**config.mk**
```make
export PLATFORM = sky130hd
export DESIGN_NAME = multicycle_control
export DESIGN_NICKNAME = d
export VERILOG_FILES = /design/src/rtl/multicycle_control.sv
export SDC_FILE = /design/constraint.sdc
export NUM_CORES = 1
export LEC_CHECK = 0
export ABC_AREA = 1
export BUFFER_PORTS_ARGS = -buffer_cell sky130_fd_sc_hd__buf_2
export CORE_UTILIZATION = 40
export DETAILED_ROUTE_END_ITERATION = 8
export PLACE_DENSITY = 0.73
export SKIP_LAST_GASP = 1
export SLEW_MARGIN = 20
export SYNTH_ARGS = -nofsm -noshare
export SYNTH_HDL_FRONTEND = slang
export SYNTH_SLANG_ARGS = --single-unit
```
**constraint.sdc**
```tcl
create_clock -name clk -period 1.5 [get_ports clk]
set_input_delay 0.3 -clock clk [delete_from_list [all_inputs] [get_ports clk]]
set_output_delay 0.3 -clock clk [all_outputs]
set_load 0.1 [all_outputs]
```
**src/rtl/multicycle_control.sv**
```systemverilog
// multicycle_control: multi-cycle MIPS control FSM.
// Steps each instruction through FETCH/DECODE/EXEC/MEM/WB, drives the datapath enables
// from the registered state, waits on a variable-latency memory and traps memory timeouts.
// Optional feature: define MCCTRL_ILLEGAL_TRAP_EN to route illegal instructions through a
// TRAP state and expose the IllegalInstr port; otherwise illegal instructions act as NOP.

module multicycle_control #(
    parameter int unsigned MEM_TIMEOUT = 15,
    parameter int unsigned TO_W        = 4
) (
    input  logic       clk,
    input  logic       reset,
    input  logic [5:0] opcode,
    input  logic [5:0] funct,
    input  logic       Zero,
    input  logic       MemReady,
    output logic       PCWrite,
    output logic       IRWrite,
    output logic       IorD,
    output logic       MemRead,
    output logic       MemWrite,
    output logic       RegWrite,
    output logic       RegDst,
    output logic       MemtoReg,
    output logic       WriDataSel,
    output logic       ALUSrcA,
    output logic [1:0] ALUSrcB,
    output logic [5:0] ALUOp,
    output logic [1:0] PCSrc,
    output logic       InstrDone,
    output logic       MemTimeout
`ifdef MCCTRL_ILLEGAL_TRAP_EN
    ,
    output logic       IllegalInstr
`endif
);

    localparam logic [5:0] AluAdd = 6'b100000;
    localparam logic [5:0] AluSub = 6'b100010;
    localparam logic [5:0] AluXor = 6'b100110;
    localparam logic [5:0] AluNop = 6'b101100;

    localparam logic [TO_W-1:0] TimeoutCnt = TO_W'(MEM_TIMEOUT);

    typedef enum logic [2:0] {
        StIdle,
        StFetch,
        StDecode,
        StExec,
        StMem,
        StWb,
        StError,
        StTrap
    } state_t;

    typedef enum logic [3:0] {
        ClsNop,
        ClsR,
        ClsJr,
        ClsLw,
        ClsSw,
        ClsXori,
        ClsBne,
        ClsJ,
        ClsJal,
        ClsIll
    } cls_t;

    state_t          state_q, state_d;
    cls_t            cls_q, cls_d;
    cls_t            dec_cls;
    logic [5:0]      fn_q, fn_d;
    logic [TO_W-1:0] cnt_q, cnt_d;

    // Classify the instruction currently held in the IR.
    always_comb begin
        dec_cls = ClsIll;
        case (opcode)
            6'b000000: begin
                case (funct)
                    6'b000000:                       dec_cls = ClsNop;
                    6'b100000, 6'b100010, 6'b101010: dec_cls = ClsR;
                    6'b001000:                       dec_cls = ClsJr;
                    default:                         dec_cls = ClsIll;
                endcase
            end
            6'b100011: dec_cls = ClsLw;
            6'b101011: dec_cls = ClsSw;
            6'b001110: dec_cls = ClsXori;
            6'b000101: dec_cls = ClsBne;
            6'b000010: dec_cls = ClsJ;
            6'b000011: dec_cls = ClsJal;
            default:   dec_cls = ClsIll;
        endcase
    end

    // Next-state logic and per-state datapath controls.
    always_comb begin
        state_d    = state_q;
        cls_d      = cls_q;
        fn_d       = fn_q;
        cnt_d      = cnt_q;
        PCWrite    = 1'b0;
        IRWrite    = 1'b0;
        IorD       = 1'b0;
        MemRead    = 1'b0;
        MemWrite   = 1'b0;
        RegWrite   = 1'b0;
        RegDst     = 1'b0;
        MemtoReg   = 1'b0;
        WriDataSel = 1'b0;
        ALUSrcA    = 1'b0;
        ALUSrcB    = 2'b00;
        ALUOp      = AluNop;
        PCSrc      = 2'b00;
        InstrDone  = 1'b0;
        MemTimeout = 1'b0;
`ifdef MCCTRL_ILLEGAL_TRAP_EN
        IllegalInstr = 1'b0;
`endif
        // Outputs stay idle during reset so an abandoned memory write never issues.
        if (!reset) begin
            case (state_q)
                StIdle: state_d = StFetch;
                StFetch: begin
                    MemRead = 1'b1;
                    if (MemReady) begin
                        IRWrite = 1'b1;
                        PCWrite = 1'b1;
                        ALUSrcB = 2'b01;
                        ALUOp   = AluAdd;
                        state_d = StDecode;
                    end else if (cnt_q == TimeoutCnt) begin
                        state_d = StError;
                    end else begin
                        cnt_d = cnt_q + 1'b1;
                    end
                end
                StDecode: begin
                    ALUSrcB = 2'b11;
                    ALUOp   = AluAdd;
                    cls_d   = dec_cls;
                    fn_d    = funct;
                    case (dec_cls)
                        ClsNop: begin
                            InstrDone = 1'b1;
                            state_d   = StFetch;
                        end
                        ClsIll: begin
`ifdef MCCTRL_ILLEGAL_TRAP_EN
                            state_d = StTrap;
`else
                            InstrDone = 1'b1;
                            state_d   = StFetch;
`endif
                        end
                        default: state_d = StExec;
                    endcase
                end
                StExec: begin
                    case (cls_q)
                        ClsR: begin
                            ALUSrcA = 1'b1;
                            ALUOp   = fn_q;
                            state_d = StWb;
                        end
                        ClsLw, ClsSw: begin
                            ALUSrcA = 1'b1;
                            ALUSrcB = 2'b10;
                            ALUOp   = AluAdd;
                            state_d = StMem;
                        end
                        ClsXori: begin
                            ALUSrcA = 1'b1;
                            ALUSrcB = 2'b10;
                            ALUOp   = AluXor;
                            state_d = StWb;
                        end
                        ClsBne: begin
                            ALUSrcA   = 1'b1;
                            ALUOp     = AluSub;
                            PCSrc     = 2'b01;
                            PCWrite   = ~Zero;
                            InstrDone = 1'b1;
                            state_d   = StFetch;
                        end
                        ClsJ: begin
                            PCWrite   = 1'b1;
                            PCSrc     = 2'b10;
                            InstrDone = 1'b1;
                            state_d   = StFetch;
                        end
                        ClsJr: begin
                            PCWrite   = 1'b1;
                            PCSrc     = 2'b11;
                            InstrDone = 1'b1;
                            state_d   = StFetch;
                        end
                        ClsJal: begin
                            PCWrite   = 1'b1;
                            PCSrc     = 2'b10;
                            RegWrite  = 1'b1;
                            InstrDone = 1'b1;
                            state_d   = StFetch;
                        end
                        default: state_d = StFetch;
                    endcase
                end
                StMem: begin
                    // Keep the address computation on the ALU while the access is pending.
                    IorD     = 1'b1;
                    ALUSrcA  = 1'b1;
                    ALUSrcB  = 2'b10;
                    ALUOp    = AluAdd;
                    MemRead  = (cls_q == ClsLw);
                    MemWrite = (cls_q == ClsSw);
                    if (MemReady) begin
                        if (cls_q == ClsLw) begin
                            state_d = StWb;
                        end else begin
                            InstrDone = 1'b1;
                            state_d   = StFetch;
                        end
                    end else if (cnt_q == TimeoutCnt) begin
                        state_d = StError;
                    end else begin
                        cnt_d = cnt_q + 1'b1;
                    end
                end
                StWb: begin
                    RegWrite   = 1'b1;
                    WriDataSel = 1'b1;
                    RegDst     = (cls_q == ClsR);
                    MemtoReg   = (cls_q == ClsLw);
                    InstrDone  = 1'b1;
                    state_d    = StFetch;
                end
                StError: MemTimeout = 1'b1;
`ifdef MCCTRL_ILLEGAL_TRAP_EN
                StTrap: begin
                    IllegalInstr = 1'b1;
                    InstrDone    = 1'b1;
                    state_d      = StFetch;
                end
`endif
                default: state_d = StIdle;
            endcase
            // Every state change starts a fresh wait window.
            if (state_d != state_q) begin
                cnt_d = '0;
            end
        end
    end

    // State, decode latches and wait counter with synchronous reset.
    always_ff @(posedge clk) begin
        if (reset) begin
            state_q <= StIdle;
            cls_q   <= ClsNop;
            fn_q    <= '0;
            cnt_q   <= '0;
        end else begin
            state_q <= state_d;
            cls_q   <= cls_d;
            fn_q    <= fn_d;
            cnt_q   <= cnt_d;
        end
    end

endmodule

```
==> impl_metrics.py, run 1 <==
metrics = {
    "global_routing": {
        "grt_overflow": 179,
        "grt_use_total": 0.830,
        "grt_max_degree": 14,
    },
    "clocking": {
        "cts_root_buffer": "clkbuf_4",
        "ctsHtreeMaxLevel": 1,
        "cts_made_buffers": 3,
        "cts.sinks": 17,
        "hold_buffers": 0,
        "clockBufferDepth": 2,
    },
    "synth": {
        "async_flop_share": 0,
        "ys.flop_type": "dfxtp_1",
        "yosysTopAreaCell": "dfxtp_1",
        "synth_cell_types": 29,
        "synthesis.nets": 264,
        "synth_area_leaders": "dfxtp_1 24%, nor2_1 13%, nand2_1 11%, inv_1 10%, nand3_1 7.7%",
        "ys_warn_count": 0,
        "synth_top_cell_area_share": 0.238,
        "seq_area_frac_synth": 0.238,
        "synth-edff-count": 0,
        "synth_area_per_cell_sq_um": 5.78,
        "syn_inst": 247,
        "netlist_area_sq_um": 1430,
        "ys_ff_latch": 17,
    },
    "die": {
        "fp.dieH_um": 61.7,
        "start_util": 0.421,
        "die_w_um": 61.7,
        "ios": 38,
        "std_cell_rows": 21,
    },
    "status": {
        "outcome": "stopped before the end",
        "first-error": "[ERROR GRT-0232] Routing congestion too high. Check the congestion heatmap in the GUI.",
        "failing_step": "global routing",
    },
    "placed_design": {
        "gp_congestion": 0.836,
        "io_buffers": 37,
        "dp_slack_ns": -0.560,
        "place_area_sq_um": 2750,
        "post-dp-hpwl_mm": 4.05,
    },
    "sta": {
        "worstEpCategory": "top-level output",
        "worst_endpoint": "InstrDone",
    },
}
stage by stage:
step | instances | hold WS (ns) | setup TNS [ns] | utilization
detailed placement | 387 | 0.475 | -4.26 | 0.812
floorplan | 247 | 0.448 | -7.22 | -
global placement | 387 | 0.464 | -2.93 | 0.812
CTS | 404 | 0.320 | -9.30 | 0.908
what timing repair did:
action                                  CTS
endpoints found under the setup margin   26
gates cloned                              0
pin swaps                                19
resized for setup                        54
buffers inserted                         19
layer usage:
metal,GRT overflow,global-route usage
met5,0,0.0571
met4,49,1.00
met3,0,0.493
met2,127,1.14
met1,3,0.777
synth_stat cells (2+ instances only):
cell type and count:
nor2_1 50, o21ai_0 18, o22ai_1 2, a21oi_1 18, nand3_1 22, xnor2_1 2, inv_2 7, nand4_1 4
nand2_1 42, nor2_2 5, clkbuf_1 3, inv_1 38, dfxtp_1 17, nor3_1 3, nor3_4 2
logic make-up after synthesis:
kind of cell	after synthesis	share of synthesized area
mux	1	0.00701
buf+inv	49	0.129
compound gates	43	0.166
fa+ha+maj	1	0.00876
simple gates	133	0.433
xor+xnor	3	0.0184
flops	17	0.238
==> run 2, diff against run 1 <==
--- a/config.mk
+++ b/config.mk
@@ -7,9 +7,9 @@
 export LEC_CHECK = 0
 export ABC_AREA = 1
 export BUFFER_PORTS_ARGS = -buffer_cell sky130_fd_sc_hd__buf_2
-export CORE_UTILIZATION = 40
+export CORE_UTILIZATION = 25
 export DETAILED_ROUTE_END_ITERATION = 8
-export PLACE_DENSITY = 0.73
+export PLACE_DENSITY_LB_ADDON = 0.15
 export SKIP_LAST_GASP = 1
 export SLEW_MARGIN = 20
 export SYNTH_ARGS = -nofsm -noshare
==> constraint.sdc (replaced) <==
create_clock -name clk -period 2 [get_ports clk]
set_input_delay 0.4 -clock clk [delete_from_list [all_inputs] [get_ports clk]]
set_output_delay 0.4 -clock clk [all_outputs]
set_load 0.1 [all_outputs]
==> run 2 against run 1 <==
The flow now finishes, with violations (negative setup slack); synthesized area is the same; synthesized cell count is the same.
==> impl_metrics.py, run 2 <==
metrics = {
    "synth": {
        "async_flop_share": 0,
        "netlist_area_sq_um": 1430,
        "ys.flop_type": "dfxtp_1",
        "synthTopCellsByCount": "50 x nor2_1, 42 x nand2_1, 38 x inv_1",
        "synth_cell_types": 29,
        "syn_inst": 247,
        "synth_most_common_cell": "nor2_1",
        "yosysTopAreaCell": "dfxtp_1",
        "ys_warn_count": 0,
        "ys_ff_latch": 17,
        "synth-edff-count": 0,
        "synth_area_per_cell_sq_um": 5.78,
        "seq_area_frac_synth": 0.238,
        "synthesis.nets": 264,
        "synth_area_leaders": "dfxtp_1 24%, nor2_1 13%, nand2_1 11%, inv_1 10%, nand3_1 7.7%",
        "synth_top_cell_area_share": 0.238,
    },
    "power": {
        "irDropWorstVdd_mv": 0.196,
        "p_switching_uw": 371,
        "comb_power_share": 0.390,
        "p_sw_frac": 0.364,
        "leakage_nw": 1.23,
        "p_seq_frac": 0.359,
        "p_int_uw": 648,
        "power_density_nw_per_um2": 365,
        "total_power_mw": 1.02,
        "power_frac_clock": 0.250,
    },
    "global_routing": {
        "grt_pass1_wl_mm": 7.53,
        "grt_overflow": 0,
        "grt_use_total": 0.155,
        "grt_pass1_vias": 1685,
        "antenna_found_initial": 0,
        "grt_max_degree": 14,
    },
    "routing": {
        "drc_errors": 0,
        "ant_nets": 0,
        "wl_per_cell_um": 11.0,
        "vias": 1812,
        "drtPass1Iterations": 4,
        "wl_mm": 4.39,
        "vias_per_cell": 4.53,
        "drtIter0Drc": 54,
    },
    "setup_path": {
        "crit_chain": "inv_1, nand2_2, nor2_2, inv_1, a21oi_2, nand2_2, a21oi_4, buf_12",
        "endpoint_kind": "primary output",
        "slowest_delay_ns": 0.34,
        "crit_path_start_kind": "flip-flop",
        "worstRegToRegCells": 10,
        "arrival_ns": 1.76,
        "reg2reg_slack_ns": 0.38,
        "worst-setup-path-type": "flip-flop to primary output",
        "worstPathRequired_ns": 1.60,
        "worst-path-max-fanout": 4,
        "crit_slowest_cell": "dfxtp_2",
    },
    "die": {
        "start_util": 0.259,
        "die_w_um": 77.6,
        "die_area_sq_um": 6020,
        "std_cell_rows": 27,
        "fp.dieH_um": 77.6,
        "ios": 38,
        "core_sq_um": 5510,
    },
    "sta": {
        "fin_setup_tns_ns": -0.607,
        "final_max_slew_viol_count": 0,
        "tightestPinTransition_ns": 0.279,
        "finalCriticalPeriod_ns": 2.16,
        "setup_violations": 13,
        "relSlewSlack": 0.814,
        "hold_viol": 0,
        "timing.fmax_mhz": 462,
        "skew_ns": 0.00332,
        "grt_setup_unrepaired": "true",
        "fin_crit_sh": 1.08,
        "setup_slack_ns": -0.164,
    },
    "clocking": {
        "ctsHtreeMaxLevel": 1,
        "clockBufferDepth": 2,
        "cts_made_buffers": 3,
        "clk_pin_slew_worst_paths_ns": 0.06,
        "cts_root_buffer": "clkbuf_8",
        "cts.sinks": 17,
        "clk-insertion-delay-late_ns": 0.25,
        "cts_tree": "built",
    },
    "hold_path": {
        "holdPathStages": 3,
        "holdCritPathClass": "input port to flip-flop",
    },
    "status": {
        "violations": "negative setup slack",
        "outcome": "complete, but fails checks",
    },
    "finish": {
        "fillers": 541,
        "top_register": "fn_q",
        "utilization": 0.507,
        "drive_gt1_frac": 0.537,
        "syn2layout_area_growth_pct": 95.4,
        "layout_commonest_cell": "buf_4",
        "reg_top3": "fn_q: 6 flops, cls_q: 4 flops, cnt_q: 4 flops",
        "final_cell_mix": "41 x buf_4, 32 x nand2_1, 30 x inv_1",
        "layout.nets": 346,
        "largest_reg_flops": 6,
        "antenna_cells": 0,
    },
    "placed_design": {
        "post-dp-hpwl_mm": 3.53,
        "dp_slack_ns": -0.180,
        "io_buffers": 37,
        "gp_congestion": 0.843,
    },
    "flow_run": {
        "maxCapViolCount": 0,
    },
}
-- run 2: cell counts after synthesis --
Identical to the previous run, type by type.
-- run 2: final timing paths --
path                  from        to
setup / recovery  cls_q[3]   PCWrite
hold / removal    funct[1]   fn_q[1]
setup reg to reg  cnt_q[0]  cnt_q[2]
hold reg to reg    fn_q[3]   fn_q[3]
-- run 2: per-layer routing --
| metal | vias up | track usage | wire [um] |
|---|---|---|---|
| met2 | 41 | 0.280 | 2210 |
| met3 | 5 | 0.0141 | 129 |
| met1 | 815 | 0.189 | 1980 |
| li1 | 951 | - | - |
| met4 | 0 | 0.0566 | 70 |
| met5 | - | 0 | 0 |
-- run 2: repair_timing --
item,CTS,global route
hold buffers,0,0
setup endpoints to repair,15,23
pin swaps,15,19
setup buffers,13,7
gates resized for setup,31,22
-- run 2: critical path, delay by kind of cell (launching register included) --
kind	cells	cell delay (ns)
buffers and inverters	3	0.41
AND/OR/NAND/NOR	3	0.41
flip-flops	1	0.34
AO/OA/AOI/OAI	2	0.37
-- run 2: cell families after synthesis --
| family | Yosys count | share of synthesized area |
|---|---|---|
| simple gates | 133 | 0.433 |
| buf+inv | 49 | 0.129 |
| flops | 17 | 0.238 |
| compound gates | 43 | 0.166 |
| xor+xnor | 3 | 0.0184 |
| fa+ha+maj | 1 | 0.00876 |
| mux | 1 | 0.00701 |
-- run 2: area by class of cell --
type,count,area [sq um],share of cell area
clock buffers,4,45.0,0.0161
inverters,45,186,0.0668
multi-input cells,181,1250,0.447
flip-flops and latches,17,359,0.129
well taps,72,90.1,0.0323
repair buffers,81,863,0.309
-- run 2: through the flow --
step / hold slack [ns] / cell area [sq um] / cells
after global routing: 0.437 / 2790 / 400
after CTS: 0.411 / 2680 / 394
after floorplan: 0.455 / 1680 / 247
after global placement: 0.468 / 2440 / 377
final: 0.417 / 2790 / 400
after detailed placement: 0.477 / 2440 / 377
-- run 2: power by group through the flow --
stage                     clock network, mW  registers (mW)  logic, mW
final                                 0.255           0.366      0.398
after floorplan                           0           0.372      0.229
after CTS                             0.270           0.366      0.381
after global placement                    0           0.375      0.346
after global routing                  0.277           0.368      0.433
after detailed placement                  0           0.375      0.348
Power figures use the tool's default switching activity.
